## config.mk

```make
export PLATFORM = sky130hd
export DESIGN_NAME = uart_tx
export DESIGN_NICKNAME = d
export VERILOG_FILES = /design/src/rtl/uart_tx.sv
export SDC_FILE = /design/constraint.sdc
export NUM_CORES = 1
export LEC_CHECK = 0
export ABC_AREA = 1
export CAP_MARGIN = 20
export CORE_MARGIN = 4
export CORE_UTILIZATION = 57
export DETAILED_ROUTE_END_ITERATION = 7
export GPL_ROUTABILITY_DRIVEN = 0
export PLACE_DENSITY_LB_ADDON = 0.05
export SLEW_MARGIN = 15
export SYNTH_ARGS = -nofsm -noshare
export SYNTH_HDL_FRONTEND = slang
export SYNTH_SLANG_ARGS = --single-unit
export TNS_END_PERCENT = 1
```

## constraint.sdc

```tcl
create_clock -name clk -period 3.1 [get_ports clk]
set_clock_uncertainty 0.05 [all_clocks]
set_input_delay 0.62 -clock clk [delete_from_list [all_inputs] [get_ports clk]]
set_output_delay 0.62 -clock clk [all_outputs]
set_load 0.01 [all_outputs]
```

## src/rtl/uart_tx.sv

```systemverilog
// UART transmitter: start bit, 5..8 data bits LSB first, optional parity, one stop bit.
// Parity generation is compiled in only when UART_TX_PARITY_EN is defined.
module uart_tx #(
  parameter int unsigned DATA_WIDTH = 32
) (
  input  logic                  clk,
  input  logic                  rst,
  input  logic [DATA_WIDTH-1:0] baud_div,
  input  logic [3:0]            data_bits,
  input  logic                  parity_en,
  input  logic                  odd_parity,
  input  logic                  send,
  input  logic [DATA_WIDTH-1:0] tx_data,
  output logic                  tx,
  output logic                  busy,
  output logic                  data_bits_error,
  output logic                  done
);

  localparam logic [2:0] IDLE   = 3'd0;
  localparam logic [2:0] START  = 3'd1;
  localparam logic [2:0] DATA   = 3'd2;
  localparam logic [2:0] STOP   = 3'd4;
`ifdef UART_TX_PARITY_EN
  localparam logic [2:0] PARITY = 3'd3;
`endif

  logic [2:0]            state;
  logic [DATA_WIDTH-1:0] cnt;
  logic [DATA_WIDTH-1:0] div_m1;
  logic [7:0]            shreg;
  logic [3:0]            nbits;
  logic [2:0]            bit_idx;
  logic                  tx_q;
  logic                  done_q;
  logic                  err_q;

  logic                  legal;
  logic [DATA_WIDTH-1:0] load_div;
  logic                  last_bit;
  logic                  cnt_zero;
  logic                  unused_bits;

`ifdef UART_TX_PARITY_EN
  logic       par_en_q;
  logic       par_bit_q;
  logic [7:0] mask;
  logic       par_calc;

  // Only the bits actually sent contribute to parity.
  always_comb begin
    mask     = 8'hFF >> (4'd8 - data_bits);
    par_calc = (^(tx_data[7:0] & mask)) ^ odd_parity;
  end
  assign unused_bits = ^tx_data[DATA_WIDTH-1:8];
`else
  assign unused_bits = ^{tx_data[DATA_WIDTH-1:8], parity_en, odd_parity};
`endif

  always_comb begin
    legal    = (data_bits >= 4'd5) && (data_bits <= 4'd8);
    load_div = (baud_div == '0) ? '0 : baud_div - DATA_WIDTH'(1);
    last_bit = ({1'b0, bit_idx} == (nbits - 4'd1));
    cnt_zero = (cnt == '0);
  end

  always_ff @(posedge clk or posedge rst) begin
    if (rst) begin
      state   <= IDLE;
      cnt     <= '0;
      div_m1  <= '0;
      shreg   <= '0;
      nbits   <= '0;
      bit_idx <= '0;
      tx_q    <= 1'b1;
      done_q  <= 1'b0;
      err_q   <= 1'b0;
`ifdef UART_TX_PARITY_EN
      par_en_q  <= 1'b0;
      par_bit_q <= 1'b0;
`endif
    end else begin
      done_q <= 1'b0;
      case (state)
        IDLE: begin
          if (send) begin
            if (legal) begin
              state  <= START;
              cnt    <= load_div;
              div_m1 <= load_div;
              shreg  <= tx_data[7:0];
              nbits  <= data_bits;
              tx_q   <= 1'b0;
              err_q  <= 1'b0;
`ifdef UART_TX_PARITY_EN
              par_en_q  <= parity_en;
              par_bit_q <= par_calc;
`endif
            end else begin
              err_q <= 1'b1;
            end
          end
        end
        START: begin
          if (cnt_zero) begin
            state   <= DATA;
            cnt     <= div_m1;
            bit_idx <= '0;
            tx_q    <= shreg[0];
          end else begin
            cnt <= cnt - DATA_WIDTH'(1);
          end
        end
        DATA: begin
          if (cnt_zero) begin
            cnt <= div_m1;
            if (last_bit) begin
`ifdef UART_TX_PARITY_EN
              if (par_en_q) begin
                state <= PARITY;
                tx_q  <= par_bit_q;
              end else begin
                state <= STOP;
                tx_q  <= 1'b1;
              end
`else
              state <= STOP;
              tx_q  <= 1'b1;
`endif
            end else begin
              bit_idx <= bit_idx + 3'd1;
              shreg   <= shreg >> 1;
              tx_q    <= shreg[1];
            end
          end else begin
            cnt <= cnt - DATA_WIDTH'(1);
          end
        end
`ifdef UART_TX_PARITY_EN
        PARITY: begin
          if (cnt_zero) begin
            state <= STOP;
            cnt   <= div_m1;
            tx_q  <= 1'b1;
          end else begin
            cnt <= cnt - DATA_WIDTH'(1);
          end
        end
`endif
        STOP: begin
          if (cnt_zero) begin
            state  <= IDLE;
            done_q <= 1'b1;
          end else begin
            cnt <= cnt - DATA_WIDTH'(1);
          end
        end
        default: begin
          state <= IDLE;
          tx_q  <= 1'b1;
        end
      endcase
    end
  end

  assign tx              = tx_q;
  assign busy            = (state != IDLE);
  assign done            = done_q;
  assign data_bits_error = err_q;

endmodule

```

# Yosys cells after proc, flatten, opt, wreduce, memory -nomap -nowiden
# Index checks and enable logic that the tools add are counted.
[totals] ff_bits=85 latch_bits=0 ramBits=0 mem_bits_ro=0 output_inout_bits=4 n_memories=0
[op_classes] addsub=4 n_mul=0 div=0 order_cmp=2 n_eq_ne=12 n_shift=0 n_mux=30 n_bitwise=1 reduce_logical=16
[ops] operator="2-to-1 mux 32 bit" count=5
[ops] operator="case mux 32 bit (3 select lines)" count=1
[ops] operator="logical NOT 32 bit" count=2
[ops] operator="subtractor 32 x 1 -> 32 bit, second input constant" count=2
[ops] operator="2-to-1 mux 8 bit" count=4
[ops] operator="2-to-1 mux 3 bit" count=8
[ops] operator="!= test 2 bit, second input constant" count=8
[ops] operator="case mux 8 bit (2 select lines)" count=1
[ops] operator="case mux 3 bit (4 select lines)" count=1
[ops] operator="AND reduction 5 bit" count=2
[ops] operator="2-to-1 mux 1 bit" count=8
[ops] operator="AND reduction 4 bit" count=2
[ops] operator="case mux 3 bit (2 select lines)" count=1
[ops] operator="AND reduction 6 bit" count=1
[ops] operator="nonzero test 3 bit" count=2
[ops] operator="== test 3 x 4 -> 1 bit" count=1
[ops] operator=">= comparator 4 x 3 -> 1 bit, second input constant" count=1
[ops] operator="less-or-equal comparator 4 bit, second input constant" count=1
[ops] operator="case mux 1 bit (4 select lines)" count=1
[ops] operator="nonzero test 2 bit" count=2
[ops] operator="subtractor 4 x 1 -> 4 bit, second input constant" count=1
[ops] operator="adder 3 x 1 -> 3 bit, second input constant" count=1
[ops] operator="== test 3 x 1 -> 1 bit, second input constant" count=1
[ops] operator="== test 3 x 2 -> 1 bit, second input constant" count=1
[ops] operator="other kinds (7)" count=7

# Longest topological paths before layout
# Gate-level depths: netlist of the first run.
[logic_depth] depth_word=5 ltp_mapped=14

# Worst setup path after synthesis of the first run
# OpenSTA, ideal clock, no wires.
[synth_path] path_type="in2reg" startpoint="input port baud_div[0]" endpoint="register cnt[21]" t_arrival_ns=1.918 setup_slack_ns=1.015 stages=12 cell_sequence="inv_1 -> ha_1 -> nand2_1 -> nor2_2 -> nand2_1 -> nor2_1 -> inv_2 -> buf_2 -> nand4_1 -> nand2_1 -> nor2_1 -> nor2_1"
[synth_between] elab_chain_len=5 elab_cells_between_ends=6 cone_classes="add/sub: 1; mux: 4; reduce/logical: 1"
[synth_rtl] item="start, declared" line="8" rtl="input logic [DATA_WIDTH-1:0] baud_div,"
[synth_rtl] item="subtractor 32 x 1 -> 32 bit or logical NOT 32 bit (tied branches)" line="62" rtl="load_div = (baud_div == '0) ? '0 : baud_div - DATA_WIDTH'(1);"
[synth_rtl] item="2-to-1 mux 32 bit (*)" line="62"
[synth_rtl] item="2-to-1 mux 32 bit (*)" line="87" rtl="if (legal) begin"
[synth_rtl] item="2-to-1 mux 32 bit (*)" line="86" rtl="if (send) begin"
[synth_rtl] item="case mux 32 bit (3 select lines) (*)" line="84" rtl="case (state)"
[synth_rtl] item="end signal, assigned" line="89" rtl="cnt <= load_div;"
[synth_rtl] item="end signal, assigned" line="107" rtl="cnt <= div_m1;"
[synth_rtl] item="end signal, assigned" line="111" rtl="cnt <= cnt - DATA_WIDTH'(1);"
[synth_rtl] item="end, declared" line="29" rtl="logic [DATA_WIDTH-1:0] cnt;"
# Every way passes the cells marked *; elsewhere a longest branch is shown, timed or not. The select of a mux whose other input is x is not followed.
# A chain may end at the register's enable or synchronous reset.

# Worst setup path after layout of the first run
[layout_path] startpoint="input port baud_div[0]" endpoint="register cnt[19]"
# Same word-level chain as after synthesis.

==> out/qor.json, run 1 <==
{
  "placement": {
    "place_hpwl_mm": 13.67,
    "placement.io_buffers": 50
  },
  "pwr": {
    "switching_share_pct": 47.62,
    "powerDensity_nw_per_um2": 892.8,
    "cellLeakagePower_nw": 3.551,
    "pwr-share-clk_pct": 15.3,
    "p_switching_w": 0.003115,
    "power.ir.vdd_worst_uv": 494.4,
    "internal-power_w": 0.003426,
    "comb_power_share_pct": 53.9,
    "seqPwrFrac_pct": 30.8
  },
  "logic_synthesis": {
    "post-synth-top-count-cell": "sky130_fd_sc_hd__nand2_1",
    "yosysTopAreaCellShare_pct": 32.87,
    "synth_seq_area_share_pct": 33.28,
    "postSynthAreaPerCell_um2": 6.344,
    "yosys_most_used_dff": "sky130_fd_sc_hd__dfrtp_1",
    "post_synth_main_area_contributors": "sky130_fd_sc_hd__dfrtp_1, sky130_fd_sc_hd__nand2_1, sky130_fd_sc_hd__nor2_1",
    "mapped_area_um2": 6395,
    "synth-seq-cells": 85,
    "synthDistinctLibCells": 38,
    "synth_cells": 1008,
    "synth_enable_flop_cells": 0,
    "synth_commonest_cells": "sky130_fd_sc_hd__nand2_1, sky130_fd_sc_hd__nor2_1, sky130_fd_sc_hd__nand3_1, sky130_fd_sc_hd__inv_1, sky130_fd_sc_hd__dfrtp_1",
    "synth_net_count": 1085,
    "async_reset_ff_share_pct": 100.0,
    "synth_top_area_cell": "sky130_fd_sc_hd__dfrtp_1",
    "yosys_warnings": 0
  },
  "timing": {
    "hold_viol": 0,
    "timing.max_slew.rel_slack_pct": 59.46,
    "slew_of_the_pin_with_the_lowest_slew_margin_ps": 607.3,
    "fin_crit_ps": 2578,
    "setup_tns_ps": 0,
    "report.final.setup_viol": 0,
    "fin_hold_ws_ps": 426.4,
    "rsz0062_at_grt": "no",
    "timing.final.crit_share_pct": 83.17,
    "fmaxAchievable_ghz": 0.3878,
    "count_of_pins_over_their_slew_limit": 0
  },
  "cells_and_area": {
    "n_antenna_cell": 0,
    "drive_above_1_share_pct": 7.223,
    "flow.area_growth_from_synthesis_pct": 14.56,
    "final.fill_count": 991,
    "num-nets-final": 1138
  },
  "worst_setup_path": {
    "critPathKind": "input port to register",
    "setup.worst_path.end": "cnt[19]$_DFFE_PP0P_",
    "crit-reg2reg-capture": "shreg[5]$_DFFE_PP0P_",
    "critical_path.endpoint_type": "register",
    "rrSetupSlack_ps": 780,
    "startpoint_of_the_worst_register_to_register_path": "cnt[0]$_DFFE_PP0P_",
    "setup.worst_path.start": "baud_div[0]",
    "worstPathMaxFanout": 42,
    "startpoint_type": "input port",
    "cp_data_arrival_time_ps": 2850,
    "worstPathRequired_ps": 3370,
    "r2r.worst_path.cells": 11
  },
  "drt": {
    "drt-initial-drc-count": 450,
    "routed_wire_length_per_instance_um": 14.82,
    "wl_met3_mm": 1.339,
    "routed_wl_mm": 17.87,
    "via_per_inst": 5.313,
    "highest_layer": "met4",
    "drt_pre_antenna_iters": 5,
    "vias": 6408,
    "antenna_left": 0,
    "met2_wl_mm": 7.389,
    "met1_length_mm": 8.685,
    "drc": 0
  },
  "clock_network": {
    "cts_clock_pin_slew_for_the_worst_setup_and_hold_paths_ps": 90,
    "numCtsBuffers": 9,
    "cts-hold-fix-buffers": 0,
    "clock_tree.buffer_depth": 2,
    "cts_resized": 0,
    "clock_tree.root_cell": "sky130_fd_sc_hd__clkbuf_8",
    "tritoncts_sink_count": 85,
    "tritoncts": "built",
    "worstSkewPairLatency_ps": 380,
    "cts_htree_levels": 3,
    "number_of_buffers_added_for_setup_after_cts": 0
  },
  "global_routing": {
    "overflow": 0,
    "largest_net_degree_at_the_start_of_global_routing": 46,
    "global_route_wire_length_before_repair_mm": 29.44,
    "number_of_global_route_vias_before_repair": 5822,
    "groute.usage.overall_pct": 28.83,
    "grt_antenna_before_repair": 0
  },
  "floorplanning": {
    "initial_utilization_pct": 58.73,
    "io-pin-count": 77,
    "dieHeight_um": 113.9,
    "fp.dieW_um": 113.9,
    "dieArea_um2": 12980,
    "placementRows": 38,
    "design.core.area_um2": 10890
  },
  "outcome": {
    "run_status": "complete, no violations"
  },
  "flow_run": {
    "max_cap_viol_count": 0
  },
  "min_path": {
    "min-delay-path-class": "register to register"
  }
}
[registers in the layout, indices dropped and copies added, names as in the netlist]
signal,flops
cnt,32
shreg,8
div_m1,32
nbits,4
state,3
data_bits_error,1
bit_idx,3
done,1
tx,1
[layout make-up]
class                           count  area (um2)  share of cell area (%)
Clock inverter                      6       110.1                   1.503
Sequential cell                    85        2128                   29.05
Timing Repair Buffer               70       663.1                   9.052
Multi-Input combinational cell    794        3731                   50.93
Tap cell                          140       175.2                   2.391
Clock buffer                       10       137.6                   1.879
Inverter                          101       380.4                   5.192
[layer usage]
layer | vias up | GRT usage (%)
met5 | - | 0
met4 | 0 | 10.69
met3 | 32 | 5.517
met2 | 256 | 41.96
met1 | 2835 | 42.49
li1 | 3285 | -
[power groups by stage]
stage,sequential (W),clock [W],combinational (W)
2_1_floorplan,0.00193,0,0.00271
4_1_cts,0.00201,0.000999,0.00349
5_1_grt,0.00209,0.00104,0.00398
3_3_place_gp,0.00201,0,0.00340
6_report,0.00201,0.00100,0.00353
3_5_place_dp,0.00203,0,0.00346
[worst max-delay path: stages]
cell and delay, ps:
sky130_fd_sc_hd__clkdlybuf4s50_1 490, sky130_fd_sc_hd__inv_1 90, sky130_fd_sc_hd__ha_1 230, sky130_fd_sc_hd__nand2_1 110, sky130_fd_sc_hd__nor2_2 60, sky130_fd_sc_hd__nand2_1 80
sky130_fd_sc_hd__nor2_1 70, sky130_fd_sc_hd__inv_2 450, sky130_fd_sc_hd__nand3_1 280, sky130_fd_sc_hd__o21ai_0 240, sky130_fd_sc_hd__nor2_1 60, sky130_fd_sc_hd__nor2_1 80
[through the flow]
step           instance area (um2)  total power [W]  std cells  utilization (%)  setup WS (ps)
3_3_place_gp                  7078         0.005412       1190            65.01          167.8
2_1_floorplan                 6395         0.004646       1008                -          238.2
5_1_grt                       7326         0.007111       1206            67.28          377.6
3_5_place_dp                  7078         0.005492       1190            65.01          159.7
6_report                      7326         0.006540       1206            67.28          521.6
4_1_cts                       7326         0.006497       1206            67.28          569.7
[cell usage in the layout (no fill, tap or decap), drive strengths merged, types with 3 or more instances in the layout]
cell type      instances
clkinv                 3
inv                   99
clkdlybuf4s50         50
nor3                   3
o21bai                10
nand3b                 5
clkbuf                10
nor2                 186
or2                    6
bufinv                 3
o21ai                 48
nand2                356
dfrtp                 84
nand3                101
buf                   20
xnor2                  9
ha                     4
xor2                  27
nand4                 31
[logic make-up after synthesis]
family	Yosys count	synth area share [%]
AOI/OAI and AO/OA	65	5.850
xor gates and xnor gates	36	4.931
adders and majority gates	4	0.7827
buffers and inverters	129	8.491
DFF	85	33.28
and+or+nand+nor	689	46.66
[worst min-delay path by stage]
| stage | end | slack [ps] | start | depth (start not counted) |
|---|---|---|---|---|
| after CTS | shreg[7]$_DFFE_PP0P_ | 430 | shreg[7]$_DFFE_PP0P_ | 2 |
| final | shreg[7]$_DFFE_PP0P_ | 430 | shreg[7]$_DFFE_PP0P_ | 2 |
| after floorplan | shreg[0]$_DFFE_PP0P_ | 390 | shreg[0]$_DFFE_PP0P_ | 2 |
| after global placement | shreg[3]$_DFFE_PP0P_ | 400 | shreg[3]$_DFFE_PP0P_ | 2 |
| after detailed placement | shreg[2]$_DFFE_PP0P_ | 410 | shreg[2]$_DFFE_PP0P_ | 2 |
| after global routing | shreg[6]$_DFFE_PP0P_ | 450 | shreg[6]$_DFFE_PP0P_ | 2 |
No activity file was read; power rests on OpenSTA's default activity.
==> run 2: changes to the inputs <==
- CORE_UTILIZATION: 57 -> 52
- clock period: 3.1 -> 2.35 ns (I/O delays scaled with it)
==> run 2 against run 1 <==
Register-to-register slack worse by 650 ps. Wire length grew 3.8%. Critical path depth did not move. Flip-flop and latch count unchanged. Clock-buffer cell count increased by 4. Utilization is 0.25 points lower. Critical endpoint is now cnt[1]$_DFFE_PP0P_.
==> out/qor.json, run 2 (synthesis results as in run 1) <==
{
  "placement": {
    "placed_cells_incl_taps": 1271,
    "placement.io_buffers": 50,
    "place_hpwl_mm": 14.36,
    "detailedPlace.worstSlack_ps": -164.1
  },
  "global_routing": {
    "global_route_wire_length_before_repair_mm": 31.26,
    "largest_net_degree_at_the_start_of_global_routing": 86,
    "number_of_global_route_vias_before_repair": 6284,
    "grt_antenna_before_repair": 0,
    "groute.usage.overall_pct": 27.47,
    "overflow": 0
  },
  "floorplanning": {
    "fp.dieW_um": 118.9,
    "dieHeight_um": 118.9,
    "dieArea_um2": 14140,
    "placementRows": 40,
    "initial_utilization_pct": 53.24,
    "design.core.area_um2": 12010,
    "io-pin-count": 77
  },
  "pwr": {
    "cellLeakagePower_nw": 3.984,
    "power.ir.vdd_worst_uv": 568.3,
    "powerDensity_nw_per_um2": 1143,
    "totalPowerFinal_w": 0.009200
  },
  "clock_network": {
    "number_of_buffers_added_for_setup_after_cts": 0,
    "numCtsBuffers": 9,
    "tritoncts": "built",
    "worstSkewPairLatency_ps": 350,
    "tritoncts_sink_count": 85,
    "cts_resized": 0,
    "cts-hold-fix-buffers": 0,
    "clock_tree.root_cell": "sky130_fd_sc_hd__clkbuf_16",
    "clock_tree.buffer_depth": 2,
    "cts_htree_levels": 3,
    "cts_clock_pin_slew_for_the_worst_setup_and_hold_paths_ps": 60
  },
  "outcome": {
    "run_status": "complete, no violations"
  },
  "worst_setup_path": {
    "cp_data_arrival_time_ps": 2400,
    "rrSetupSlack_ps": 130,
    "worstPathMaxFanout": 13,
    "critical_path.endpoint_type": "register",
    "r2r.worst_path.cells": 12,
    "worstPathRequired_ps": 2530,
    "startpoint_of_the_worst_register_to_register_path": "cnt[0]$_DFFE_PP0P_",
    "startpoint_type": "register",
    "critPathKind": "register to register",
    "crit-reg2reg-capture": "cnt[1]$_DFFE_PP0P_"
  },
  "timing": {
    "slew_of_the_pin_with_the_lowest_slew_margin_ps": 475.4,
    "hold_viol": 0,
    "fin_hold_ws_ps": 421.2,
    "fin_crit_ps": 2221,
    "fmaxAchievable_ghz": 0.4503,
    "count_of_pins_over_their_slew_limit": 0,
    "setup_tns_ps": 0,
    "timing.final.crit_share_pct": 94.51,
    "report.final.setup_viol": 0,
    "timing.max_slew.rel_slack_pct": 68.31,
    "least_setup_slack_across_all_paths_after_layout_ps": 129.1
  },
  "min_path": {
    "hold_end": "shreg[5]$_DFFE_PP0P_",
    "timing.hold.worst_path_depth": 2,
    "min-delay-path-class": "register to register",
    "worst_hold_startpoint": "shreg[5]$_DFFE_PP0P_"
  },
  "drt": {
    "drt-initial-drc-count": 576,
    "vias": 6666,
    "drc": 0,
    "routed_wire_length_per_instance_um": 14.41,
    "via_per_inst": 5.179,
    "routed_wl_mm": 18.54,
    "antenna_left": 0,
    "drt_pre_antenna_iters": 5
  },
  "cells_and_area": {
    "drive_above_1_share_pct": 13.25,
    "flow.area_growth_from_synthesis_pct": 25.90,
    "biggestRegsByFlops": "cnt x32, div_m1 x32, shreg x8",
    "num-nets-final": 1212,
    "mostFrequentLayoutCell": "sky130_fd_sc_hd__nand2_1",
    "fin_cells": 1287,
    "n_antenna_cell": 0,
    "layout_common_cells": "sky130_fd_sc_hd__nand2_1, sky130_fd_sc_hd__nor2_1, sky130_fd_sc_hd__nand3_1"
  },
  "flow_run": {
    "max_cap_viol_count": 0
  }
}
-- run 2: cell count changes in the layout (fill, tap and decap cells not counted), sizes merged --
cell | previous run | this run
clkbuf | 10 | 14
buf | 20 | 94
bufinv | 3 | 1
clkinvlp | 2 | 1
clkinv | 3 | 2
-- run 2: how the worst max path moves through the flow --
stage,startpoint,to,slack [ps],cells after the start
2_1_floorplan,baud_div[0],cnt[21]$_DFFE_PP0P_,420,12
3_3_place_gp,baud_div[0],cnt[23]$_DFFE_PP0P_,-140,14
3_5_place_dp,baud_div[0],cnt[23]$_DFFE_PP0P_,-160,14
4_1_cts,cnt[0]$_DFFE_PP0P_,cnt[24]$_DFFE_PP0P_,60,13
5_1_grt,cnt[0]$_DFFE_PP0P_,cnt[13]$_DFFE_PP0P_,-8,12
6_report,cnt[0]$_DFFE_PP0P_,cnt[1]$_DFFE_PP0P_,130,12
-- run 2: final cells by class --
cell class	instances	area, um2
timing repair buffer	144	1306
tap	147	183.9
fill	1131	3960
clock buffer	14	264.0
inverter	101	382.9
clock inverter	2	35.03
multi-input combinational	794	3751
sequential	85	2128
-- run 2: per-stage QoR --
step	util, %	instance area (um2)
finish	67.03	8051
global placement	64.38	7732
global route	67.03	8051
CTS	66.86	8031
floorplan	-	6399
detailed placement	64.38	7732
-- run 2: power breakdown --
group          total (W)  internal [W]  switching (W)
clock            0.00147      0.000882       0.000584
sequential       0.00266       0.00217       0.000496
combinational    0.00507       0.00195        0.00312
-- run 2: worst max-delay path: stages (launching register included) --
cell	delay [ps]
sky130_fd_sc_hd__dfrtp_1	380
sky130_fd_sc_hd__inv_1	140
sky130_fd_sc_hd__ha_2	220
sky130_fd_sc_hd__nand2_2	120
sky130_fd_sc_hd__nor2_8	210
sky130_fd_sc_hd__nand2_4	100
sky130_fd_sc_hd__nor2_4	190
sky130_fd_sc_hd__nand3_2	120
sky130_fd_sc_hd__nand2_2	120
sky130_fd_sc_hd__inv_2	110
sky130_fd_sc_hd__buf_4	210
sky130_fd_sc_hd__nand2_1	70
sky130_fd_sc_hd__o21ai_1	60
-- run 2: routing by layer --
metal | GRT usage (%) | share of wire [%] | up-vias
met5 | 0 | 0 | -
met4 | 10.14 | 2.8 | 0
met3 | 4.653 | 6.0 | 34
met2 | 40.85 | 43 | 192
met1 | 40.15 | 48 | 3006
li1 | - | - | 3434
==> run 3: changes to the inputs <==
--- a/config.mk
+++ b/config.mk
@@ -18,2 +18 @@
 export SYNTH_SLANG_ARGS = --single-unit
-export TNS_END_PERCENT = 1
==> constraint.sdc (replaced) <==
create_clock -name clk -period 2.35 [get_ports clk]
set_clock_uncertainty 0.05 [all_clocks]
set_input_delay 0.235 -clock clk [delete_from_list [all_inputs] [get_ports clk]]
set_output_delay 0.235 -clock clk [all_outputs]
set_load 0.01 [all_outputs]
==> run 3 against run 2 <==
First-iteration DRC count grew 9.4%. Sequential power about the same. Utilization shrank 3.6 points. Die area unchanged. Clock-buffer cell count shrank 2. Combinational power shrank 4.9%. Wire length decreased by 1.7%. Cell area decreased by 5.3%. Clock power rose by 14%. Global-route usage fell by 1.1 points. Critical path depth stayed put. Critical endpoint is now cnt[5]$_DFFE_PP0P_.
==> out/qor.json, run 3 (synthesis results as in run 1) <==
{
  "outcome": {
    "run_status": "complete, no violations"
  },
  "worst_setup_path": {
    "critical_path_buf_inv_count": 3,
    "critical_path.endpoint_type": "register",
    "worstPathRequired_ps": 2530,
    "cp_data_arrival_time_ps": 2410,
    "crit_path_cell_trace": "inv_1, ha_1, nand2_2, nor2_8, nand2_4, nor2_4, nand3_2, nand2_2, inv_2, buf_4, nand2_1, o21ai_1",
    "worstPathMaxFanout": 14,
    "critPathSlowestCell": "sky130_fd_sc_hd__dfrtp_1",
    "startpoint_type": "register",
    "cp_slowest_stage_delay_ps": 370,
    "crit_top_cell": "sky130_fd_sc_hd__nand2_2",
    "critPathKind": "register to register",
    "timing.critical_path.max_delay_family": "simple AND/OR/NAND/NOR gates"
  },
  "timing": {
    "hold_viol": 0,
    "timing.final.crit_share_pct": 94.91,
    "slew_of_the_pin_with_the_lowest_slew_margin_ps": 512.0,
    "fin_crit_ps": 2230,
    "setup_tns_ps": 0,
    "rsz0062_at_grt": "no",
    "fmaxAchievable_ghz": 0.4484,
    "fin_hold_ws_ps": 297.0,
    "report.final.setup_viol": 0,
    "count_of_pins_over_their_slew_limit": 0,
    "timing.max_slew.rel_slack_pct": 65.83
  },
  "floorplanning": {
    "io-pin-count": 77,
    "dieHeight_um": 118.9,
    "initial_utilization_pct": 53.24,
    "fp.dieW_um": 118.9,
    "dieArea_um2": 14140,
    "design.core.area_um2": 12010,
    "placementRows": 40
  },
  "cells_and_area": {
    "multi_input_comb_area_um2": 3739,
    "biggestRegsByFlops": "cnt x32, div_m1 x32, shreg x8",
    "flow.area_growth_from_synthesis_pct": 19.17,
    "num-nets-final": 1156,
    "n_antenna_cell": 0,
    "final.fill_count": 1156,
    "drive_above_1_share_pct": 8.856,
    "mostFrequentLayoutCell": "sky130_fd_sc_hd__nand2_1",
    "fin_area_um2": 7621,
    "area.sequential_um2": 2128,
    "layout_common_cells": "sky130_fd_sc_hd__nand2_1, sky130_fd_sc_hd__nor2_1, sky130_fd_sc_hd__nand3_1"
  },
  "drt": {
    "drt-initial-drc-count": 630,
    "via_per_inst": 5.264,
    "drt_pre_antenna_iters": 5,
    "vias": 6480,
    "drc": 0,
    "routed_wire_length_per_instance_um": 14.80,
    "antenna_left": 0,
    "routed_wl_mm": 18.22
  },
  "clock_network": {
    "clock_tree.buffer_depth": 2,
    "number_of_buffers_added_for_setup_after_cts": 0,
    "cts_htree_levels": 3,
    "tritoncts": "built",
    "worstSkewPairLatency_ps": 350,
    "clock_tree.root_cell": "sky130_fd_sc_hd__clkbuf_16",
    "cts_clock_pin_slew_for_the_worst_setup_and_hold_paths_ps": 70,
    "numCtsBuffers": 9,
    "cts-hold-fix-buffers": 0,
    "tritoncts_sink_count": 85
  },
  "pwr": {
    "power.ir.vdd_worst_uv": 497.3,
    "cellLeakagePower_nw": 3.702,
    "powerDensity_nw_per_um2": 1202
  },
  "global_routing": {
    "largest_net_degree_at_the_start_of_global_routing": 86,
    "groute.usage.overall_pct": 26.41,
    "overflow": 0,
    "number_of_global_route_vias_before_repair": 5849,
    "grt_antenna_before_repair": 0,
    "global_route_wire_length_before_repair_mm": 29.85
  },
  "placement": {
    "placement.io_buffers": 50,
    "place_hpwl_mm": 13.84,
    "postPlaceCellArea_um2": 7262
  },
  "flow_run": {
    "max_cap_viol_count": 0
  },
  "min_path": {
    "min-delay-path-class": "input port to async pin"
  }
}
[run 3: changes by cell type in the layout (fill, tap and decap cells not counted), moves of 2 or more]
cell,before,now
sky130_fd_sc_hd__buf_12,8,4
sky130_fd_sc_hd__buf_4,86,34
sky130_fd_sc_hd__clkbuf_1,3,1
sky130_fd_sc_hd__bufinv_16,1,3
[run 3: through the flow]
stage	std cells	total power, W	worst slack [ps]	util (%)
3_3_place_gp	1215	0.007298	102.6	60.46
5_1_grt	1231	0.009943	9.482	63.45
4_1_cts	1231	0.009137	113.8	63.39
2_1_floorplan	1008	0.006129	469.0	-
6_report	1231	0.009164	119.7	63.45
3_5_place_dp	1215	0.007405	27.98	60.46
[run 3: layer usage]
layer,GRT usage [%],routed length (um),up-vias
li1,-,-,3318
met1,40.35,9059,2926
met2,37.44,7563,198
met3,4.511,1064,38
met4,9.413,531,0
met5,0,0,-
[run 3: worst reg2reg max path, stage by stage, from the launching register on]
cell,delay (ps)
sky130_fd_sc_hd__dfrtp_1,370
sky130_fd_sc_hd__inv_1,120
sky130_fd_sc_hd__ha_1,210
sky130_fd_sc_hd__nand2_2,140
sky130_fd_sc_hd__nor2_8,210
sky130_fd_sc_hd__nand2_4,90
sky130_fd_sc_hd__nor2_4,200
sky130_fd_sc_hd__nand3_2,140
sky130_fd_sc_hd__nand2_2,120
sky130_fd_sc_hd__inv_2,120
sky130_fd_sc_hd__buf_4,220
sky130_fd_sc_hd__nand2_1,80
sky130_fd_sc_hd__o21ai_1,60
[run 3: repair_timing]
action,in CTS,in global routing
gates resized for setup,0,2
hold endpoints to repair,0,0
endpoints found under the setup margin,0,1
[run 3: power breakdown]
part           switching [W]  internal (W)
sequential          0.000494       0.00217
combinational        0.00309       0.00174
clock               0.000585       0.00110
[run 3: area by class of cell]
cell class | count | share of cell area, %
sequential | 85 | 27.93
clock buffer | 12 | 3.366
multi-input combinational | 794 | 49.06
tap | 147 | 2.413
inverter | 101 | 5.024
clock inverter | 4 | 1.248
timing repair buffer | 88 | 10.97
[run 3: worst paths after layout]
check	from	endpoint	slack (ps)	cells past startpoint
hold / removal	rst	cnt[23]$_DFFE_PP0P_	300	3
setup reg to reg	cnt[0]$_DFFE_PP0P_	cnt[5]$_DFFE_PP0P_	120	12
min in group clk	shreg[2]$_DFFE_PP0P_	shreg[2]$_DFFE_PP0P_	420	2
hold reg to reg	shreg[2]$_DFFE_PP0P_	shreg[2]$_DFFE_PP0P_	420	2
setup / recovery	cnt[0]$_DFFE_PP0P_	cnt[5]$_DFFE_PP0P_	120	12
max in group asynchronous	rst	tx$_DFFE_PP1P_	1560	3
